<file path="config.mk">
export PLATFORM = sky130hd
export DESIGN_NAME = blit_coll_stop_ctrl
export DESIGN_NICKNAME = d
export VERILOG_FILES = /design/src/rtl/blit_stop_pkg.sv /design/src/rtl/blit_coll_edge.sv /design/src/rtl/blit_coll_stop_ctrl.sv
export SDC_FILE = /design/constraint.sdc
export NUM_CORES = 1
export LEC_CHECK = 0
export CAP_MARGIN = 30
export CORE_MARGIN = 1
export CORE_UTILIZATION = 38
export DETAILED_ROUTE_END_ITERATION = 12
export HOLD_SLACK_MARGIN = 0.15
export PLACE_DENSITY = 0.84
export SYNTH_ARGS = -nofsm -noshare
export SYNTH_HDL_FRONTEND = slang
export SYNTH_SLANG_ARGS = --single-unit
</file>
<file path="constraint.sdc">
create_clock -name i_sys_clk -period 1.7 [get_ports i_sys_clk]
set_input_delay 0.51 -clock i_sys_clk [delete_from_list [all_inputs] [get_ports i_sys_clk]]
set_output_delay 0.51 -clock i_sys_clk [all_outputs]
set_load 0.03 [all_outputs]
</file>
<file path="src/rtl/blit_stop_pkg.sv">
// Shared encodings for the blitter collision-stop controller: FSM states,
// control-word bit positions and status-word bit positions.
package blit_stop_pkg;

  typedef logic [1:0] state_t;

  localparam state_t ST_IDLE    = 2'd0;
  localparam state_t ST_STOPPED = 2'd1;
  localparam state_t ST_ABORT   = 2'd2;

  localparam int RESUME_B = 0;
  localparam int ABORT_B  = 1;
  localparam int EN_LSB   = 2;

  localparam int STAT_STOPPED  = 0;
  localparam int STAT_ABORTING = 1;
  localparam int CAUSE_LSB     = 2;
  localparam int CNT_LSB       = 16;

  // The blitter is held off in both STOPPED and ABORT.
  function automatic logic is_halted(input state_t s);
    return s != ST_IDLE;
  endfunction

endpackage

</file>
<file path="src/rtl/blit_coll_edge.sv">
// One collision channel: qualifies the comparator nowrite term with its
// enable and the write phase, and produces a single-cycle rising edge.
module blit_coll_edge (
  input  logic i_clk,
  input  logic i_reset,
  input  logic i_clk_en,
  input  logic i_req,
  input  logic i_en,
  input  logic i_dwrite,
  output logic o_edge
);

  logic w_hit;
  logic r_hit_d;

  assign w_hit = i_req & i_en & i_dwrite;

  // The delayed copy keeps tracking in every state so a held hit never re-fires.
  always_ff @(posedge i_clk) begin
    if (i_reset) begin
      r_hit_d <= 1'b0;
    end else if (i_clk_en) begin
      r_hit_d <= w_hit;
    end
  end

  assign o_edge = w_hit & ~r_hit_d;

endmodule

</file>
<file path="src/rtl/blit_coll_stop_ctrl.sv">
// Blitter collision-stop controller: per-channel sticky causes, saturating
// collision counter and a multi-cycle engine abort. Optional interrupt
// output and mask bit are built when COLL_IRQ_EN is defined.
module blit_coll_stop_ctrl
  import blit_stop_pkg::*;
#(
  parameter int NCH       = 4,
  parameter int CNT_W     = 8,
  parameter int ABORT_LEN = 2,
  parameter int DATA_W    = 32
) (
  input  logic              i_sys_clk,
  input  logic              i_xreset,
  input  logic              i_clk_en,
  input  logic [NCH-1:0]    i_coll_req,
  input  logic              i_dwrite,
  input  logic [DATA_W-1:0] i_gpu_din,
  input  logic              i_stopld,
  input  logic              i_statrd,
  output logic [DATA_W-1:0] o_stat_dout,
  output logic              o_stat_oe,
  output logic              o_stopped,
  output logic              o_eng_reset,
`ifdef COLL_IRQ_EN
  output logic              o_coll_irq,
`endif
  output logic [CNT_W-1:0]  o_coll_count
);

  localparam int CLR_B  = EN_LSB + NCH;
  localparam int MASK_B = CLR_B + 1;
  localparam int TMR_W  = (ABORT_LEN > 1) ? $clog2(ABORT_LEN) : 1;
  localparam logic [TMR_W-1:0] TMR_LAST = TMR_W'(ABORT_LEN - 1);

  state_t            r_state;
  logic [NCH-1:0]    r_en;
  logic [NCH-1:0]    r_cause;
  logic [CNT_W-1:0]  r_cnt;
  logic [TMR_W-1:0]  r_timer;
  logic [NCH-1:0]    w_edge;
  logic              w_any;
  logic              w_resume;
  logic              w_abort;
  logic              w_clr;
  logic              w_inc;
  logic              w_aborting;
  logic [DATA_W-1:0] w_stat;

  for (genvar g = 0; g < NCH; g++) begin : g_chan
    blit_coll_edge u_edge (
      .i_clk    (i_sys_clk),
      .i_reset  (i_xreset),
      .i_clk_en (i_clk_en),
      .i_req    (i_coll_req[g]),
      .i_en     (r_en[g]),
      .i_dwrite (i_dwrite),
      .o_edge   (w_edge[g])
    );
  end

  assign w_any    = |w_edge;
  assign w_resume = i_stopld & i_gpu_din[RESUME_B];
  assign w_abort  = i_stopld & i_gpu_din[ABORT_B];
  assign w_clr    = i_stopld & i_gpu_din[CLR_B];
  assign w_inc    = (r_state == ST_IDLE) & w_any;

  // Only IDLE reacts to edges; STOPPED takes commands, ABORT runs its timer.
  always_ff @(posedge i_sys_clk) begin
    if (i_xreset) begin
      r_state <= ST_IDLE;
      r_cause <= '0;
      r_timer <= '0;
    end else if (i_clk_en) begin
      case (r_state)
        ST_IDLE: begin
          if (w_any) begin
            r_state <= ST_STOPPED;
            r_cause <= w_edge;
          end
        end
        ST_STOPPED: begin
          if (w_abort) begin
            r_state <= ST_ABORT;
            r_timer <= '0;
          end else if (w_resume) begin
            r_state <= ST_IDLE;
            r_cause <= '0;
          end
        end
        ST_ABORT: begin
          if (r_timer == TMR_LAST) begin
            r_state <= ST_IDLE;
            r_cause <= '0;
            r_timer <= '0;
          end else begin
            r_timer <= r_timer + TMR_W'(1);
          end
        end
        default: begin
          r_state <= ST_IDLE;
          r_cause <= '0;
          r_timer <= '0;
        end
      endcase
    end
  end

  // Enables reload on every control write; clear beats a same-cycle increment.
  always_ff @(posedge i_sys_clk) begin
    if (i_xreset) begin
      r_en  <= '0;
      r_cnt <= '0;
    end else if (i_clk_en) begin
      if (i_stopld) begin
        r_en <= i_gpu_din[EN_LSB +: NCH];
      end
      if (w_clr) begin
        r_cnt <= '0;
      end else if (w_inc && !(&r_cnt)) begin
        r_cnt <= r_cnt + CNT_W'(1);
      end
    end
  end

`ifdef COLL_IRQ_EN
  logic r_irq_mask;
  logic r_irq;

  always_ff @(posedge i_sys_clk) begin
    if (i_xreset) begin
      r_irq_mask <= 1'b0;
      r_irq      <= 1'b0;
    end else if (i_clk_en) begin
      if (i_stopld) begin
        r_irq_mask <= i_gpu_din[MASK_B];
      end
      r_irq <= w_inc & r_irq_mask;
    end
  end

  assign o_coll_irq = r_irq;
`endif

  assign w_aborting = (r_state == ST_ABORT);

  always_comb begin
    w_stat                     = '0;
    w_stat[STAT_STOPPED]       = is_halted(r_state);
    w_stat[STAT_ABORTING]      = w_aborting;
    w_stat[CAUSE_LSB +: NCH]   = r_cause;
    w_stat[CNT_LSB +: CNT_W]   = r_cnt;
`ifdef COLL_IRQ_EN
    w_stat[MASK_B]             = r_irq_mask;
`endif
  end

  assign o_stat_dout  = w_stat;
  assign o_stat_oe    = i_statrd;
  assign o_stopped    = is_halted(r_state);
  assign o_eng_reset  = i_xreset | w_aborting;
  assign o_coll_count = r_cnt;

endmodule

</file>
Yosys cells after proc, flatten, opt, wreduce, memory -nomap -nowiden:

Index checks and enable logic that the tools add are counted.

* add/subtract/negate cells: 2
* multiply operators: 0
* divide/modulo/power cells: 0
* order comparisons: 0
* equal/unequal tests: 8
* shifts and indexed selects: 0
* mux-type cells: 15
* bitwise gates (word level): 22
* reductions and logical operators: 12

Operator list (count)
* AND 1 bit: 16
* two-way mux 4 bit: 4
* two-way mux 8 bit: 2
* case mux 4 bit (3 select lines): 1
* != test 2 bit (second input constant): 5
* adder 8 x 1 -> 8 bit (second input constant): 1
* two-way mux 2 bit: 4
* AND reduction 8 bit: 1
* case mux 2 bit (3 select lines): 1
* inverter 1 bit: 5
* AND reduction 5 bit: 1
* AND reduction 2 bit: 2
* AND reduction 4 bit: 1
* nonzero test 2 bit: 2
* OR reduction 4 bit: 1
* != test 3 bit (second input constant): 1
* case mux 1 bit (3 select lines): 1
* AND reduction 3 bit: 1
* equality test 2 x 1 -> 1 bit (second input constant): 1
* equality test 2 bit (second input constant): 1
* logical NOT 2 bit: 1
* two-way mux 1 bit: 2
* adder 1 bit (second input constant): 1
* logical AND 1 bit: 1
* 2 further kinds: 2

* flip-flop bits (word level): 23
* bits in latches: 0
* bits in writable memories: 0
* bits in read-only memories: 0
* input port bits: 42
* output and inout port bits: 43
* memories kept: 0

Logic depth before layout (Yosys ltp):

* depth after elaboration: 8
* depth in mapped cells: 6
* mapped depth without buffers: 5

Hierarchy:

A second synthesis with hierarchy kept.

* cell total of the unflattened synthesis: 177
* area total of the unflattened synthesis: 1516.5 um2

By module, submodules not included
* blit_coll_stop_ctrl: times used 1, cells an instance 153, area each 1331.3 um2
* blit_coll_edge: times used 4, cells an instance 6, area each 46.3 um2

Worst setup path before layout:

OpenSTA, ideal clock, no wires.

* path kind: reg2reg
* start: register r_cnt[1] (netlist: o_coll_count[1])
* end: register r_cnt[5] (netlist: o_coll_count[5])
* setup time: 0.074 ns
* data arrival time: 1.701 ns
* setup slack: -0.075 ns
* cell stages (with the launch flop): 6
* cell sequence: dfxtp_1 -> ha_1 -> nand3_1 -> or2_1 -> a311o_1 -> a31oi_1

* longest elaborated chain between the ends: 5

Ends and longest elaborated chain
* start: declaration: RTL line blit_coll_stop_ctrl.sv:38 `logic [CNT_W-1:0] r_cnt;`
* start signal: assignment: RTL line blit_coll_stop_ctrl.sv:120 `r_cnt <= r_cnt + CNT_W'(1);`
* branches (longest 5 deep; another with adder 8 x 1 -> 8 bit)

Parallel ways; which one is timed is not known. The select of a mux whose other input is x is not followed.
A chain may end at the register's enable or synchronous reset.

Worst setup path in the final report:

* start: register r_state[0]
* end: output o_stat_dout[0]

* longest elaborated chain between the ends: 1

Ends and longest elaborated chain
* start: declaration: RTL line blit_coll_stop_ctrl.sv:35 `state_t r_state;`
* start signal: assignment: RTL line blit_coll_stop_ctrl.sv:70 `r_state <= ST_IDLE;`
* start signal: assignment: RTL line blit_coll_stop_ctrl.sv:77 `r_state <= ST_STOPPED;`
* start signal: assignment: RTL line blit_coll_stop_ctrl.sv:83 `r_state <= ST_ABORT;`
* nonzero test 2 bit: RTL line blit_stop_pkg.sv:22 `return s != ST_IDLE;`
* end: declaration: RTL line blit_coll_stop_ctrl.sv:20 `output logic [DATA_W-1:0] o_stat_dout,`

Every way passes these cells.

==> results <==
Yosys cell counts:
master and n:
or2_1 1, a31oi_1 14, nor2_1 3, conb_1 1, o2111ai_1 4, nor3_1 2, and4b_1 1, buf_6 2
ha_1 1, and3_1 3, o31ai_1 5, nor3b_1 1, nand4_2 1, nand4b_2 1, buf_2 3, o21a_1 1
a21oi_1 10, o21ai_0 4, nand3_1 8, or2b_1 2, inv_1 4, or3_1 1, nand2_1 16, nand2b_1 3
mux2i_1 1, buf_4 29, dfxtp_1 23, a311o_1 1, nand4_1 5, clkbuf_1 2, or2_2 2, and4_4 1
o21a_4 1, o211a_1 1, nand4b_4 3, nor2b_1 1, o211ai_1 1, a2bb2oi_1 1, or3b_1 1, o21ai_1 1
where the power goes:
group / internal (uW) / total (uW) / switching [uW]
Clock: 167 / 339 / 171
Combinational: 100 / 255 / 155
Sequential: 545 / 552 / 7.36
state kept, by name (all words and copies together), names as in the netlist:
register and flops:
r_state 2, g_chan.u_edge.r_hit_d 4, r_cause 4, r_en 4, r_timer 1, o_coll_count 8
routing by layer:
metal / vias to the layer above / track usage [%]
met5: - / 0
met4: 0 / 7.955
met3: 7 / 1.268
met2: 54 / 28.86
met1: 654 / 22.10
li1: 667 / -
worst max-delay path, cell delays in order (launching register included):
cell     delay [ps]
dfxtp_1         310
buf_4           160
or2_4           240
buf_4           170
layout make-up:
type / count / area [sq um]
fillers: 313 / 1506
multi-input cells: 120 / 793.3
repair buffers: 66 / 585.6
flip-flops and latches: 23 / 465.4
well taps: 46 / 57.56
clock buffers: 4 / 45.04
inverters: 4 / 15.01
cell families after synthesis:
kind of cell | share of synthesized area (%)
compound gates | 20.54
fa+ha+maj | 0.8740
buf+inv | 19.41
flops | 32.17
mux | 0.6993
other cells | 0.2620
simple gates | 26.05
through the flow:
stage / instances / setup TNS (ps) / util, % / area [sq um]
after floorplan: 183 / 0 / - / 1498
after global placement: 257 / -5826 / 54.08 / 1876
after detailed placement: 257 / -6568 / 54.08 / 1876
after CTS: 263 / 0 / 55.70 / 1932
after global routing: 263 / -13.04 / 56.57 / 1962
final: 263 / 0 / 56.57 / 1962
worst max-delay path by stage:
stage	startpoint	depth (start not counted)	to	slack (ps)
floorplan	o_coll_count[1]$_SDFFE_PP0P_	5	o_coll_count[5]$_SDFFE_PP0P_	70
global placement	i_xreset	3	o_eng_reset	-610
detailed placement	i_xreset	3	o_eng_reset	-620
CTS	o_coll_count[1]$_SDFFE_PP0P_	5	o_coll_count[3]$_SDFFE_PP0P_	2
global route	i_gpu_din[0]	6	r_cause[3]$_SDFFE_PP0P_	-10
finish	r_state[0]$_SDFFE_PP0P_	3	o_stat_dout[0]	40
repair_timing:
action | in CTS | in global routing
resized for setup | 38 | 10
buffers inserted | 2 | 0
setup endpoints to repair | 35 | 12
hold buffers | 0 | 0
pin swaps | 2 | 5
==> flow_summary_export.csv <==
group,metric,value,unit
status,status,"completed",
clock_network,cts.htree.levels,1,
route,wire_per_inst,12.75,microns
route,drt_iter0_drc,71,
global_routing,gr-total-overflow,0,
route,top_layer,"met4",
route,vias,1382,
logic_synthesis,yosys.area.top_type_share,32.17,%
die,fp.dieH,63.38,microns
die,die_x,63.38,microns
logic_synthesis,synthesis.area,1431,sq um
timing,fin_hold_ws,460.8,ps
timing,max_freq,603.5,MHz
cells_and_area,area_delta_synth_final,37.06,%
placed_design,post-place-ws,-616.9,ps
hold_path,min-delay-start,"g_chan[2].u_edge.r_hit_d$_SDFFE_PP0P_",
flow_run,drv_cap,0,
die,coreArea,3468,sq um
logic_synthesis,synthDistinctLibCells,40,
clock_network,cts_buffers,3,
route,drt-total-wl,3353,microns
route,wl_met1,1496,microns
power_and_ir_drop,power.leakage,0.0009503,uW
power_and_ir_drop,ir_worst_vdd,0.2699,mV
logic_synthesis,synth.area.top_cells,"dfxtp_1 (32%), buf_4 (15%), a31oi_1 (6.1%), nand4b_4 (5.0%), nand2_1 (4.2%)",
route,wl_met3,147,microns
timing,finalMaxSlewViolations,0,
hold_path,hold_class,"flop to flop",
placed_design,dp_hpwl,2505,microns
clock_network,clk_pin_slew,80,ps
logic_synthesis,netlist_instances,166,
global_routing,antenna_found_initial,0,
worst_setup_path,cp_max_fo,11,
timing,finalHoldViolCount,0,
cells_and_area,nets,261,
die,rows,21,
timing,setup_viol_count_final,0,
logic_synthesis,ys_warn_count,0,
timing,fin_crit_sh,97.47,%
route,dr.pass1.iters,6,
global_routing,track_usage,17.17,%
power_and_ir_drop,powerDensity,584.0,nW/um^2
route,drc,0,
power_and_ir_drop,total_power,1146,uW
clock_network,clockBufferDepth,2,
clock_network,clock_sinks,23,
worst_setup_path,required,1190,ps
logic_synthesis,ys_ff_latch,23,
cells_and_area,drive_gt1_share,23.50,%
placed_design,io_buffers,39,
logic_synthesis,yosysSeqAreaShare,32.17,%
worst_setup_path,reg2reg_slack,120,ps
die,start_util,41.27,%
clock_network,cts_tree,"done",
global_routing,grt_pass1_vias,1274,
worst_setup_path,path_class,"flop to output pin",
worst_setup_path,rr_endpoint,"o_coll_count[3]$_SDFFE_PP0P_",
worst_setup_path,crit_arrival,1150,ps
timing,min_period,1657,ps
die,dieArea,4016,sq um
cells_and_area,mostFrequentLayoutCells,"buf_4 (27), dlygate4sd2_1 (25), dfxtp_1 (21)",
logic_synthesis,yosysTopAreaCell,"dfxtp_1",
global_routing,grt_pass1_wl,5561,microns
worst_setup_path,end_kind,"output pin",
global_routing,grt_max_degree,16,
route,wl_met2,1642,microns
placed_design,routabilityCongestion,0.8323,
cells_and_area,insertedDiodeCount,0,
worst_setup_path,start_kind,"flop",
route,via_per_inst,5.255,
clock_network,clockRootBuffer,"clkbuf_8",
cells_and_area,layout_commonest_cell,"buf_4",
route,ant_nets,0,
clock_network,worstSkewPairLatency,260,ps
timing,timing.final.ws_setup,43.03,ps
logic_synthesis,synth_area_per_cell,8.623,sq um
hold_path,holdPathStages,2,
worst_setup_path,timing.rr.start,"o_coll_count[1]$_SDFFE_PP0P_",
timing,clock_skew,1.699,ps
die,top_level_ports,85,
hold_path,min_to,"g_chan[2].u_edge.r_hit_d$_SDFFE_PP0P_",
worst_setup_path,reg2reg_depth,5,
No activity file was read; power rests on OpenSTA's default activity.
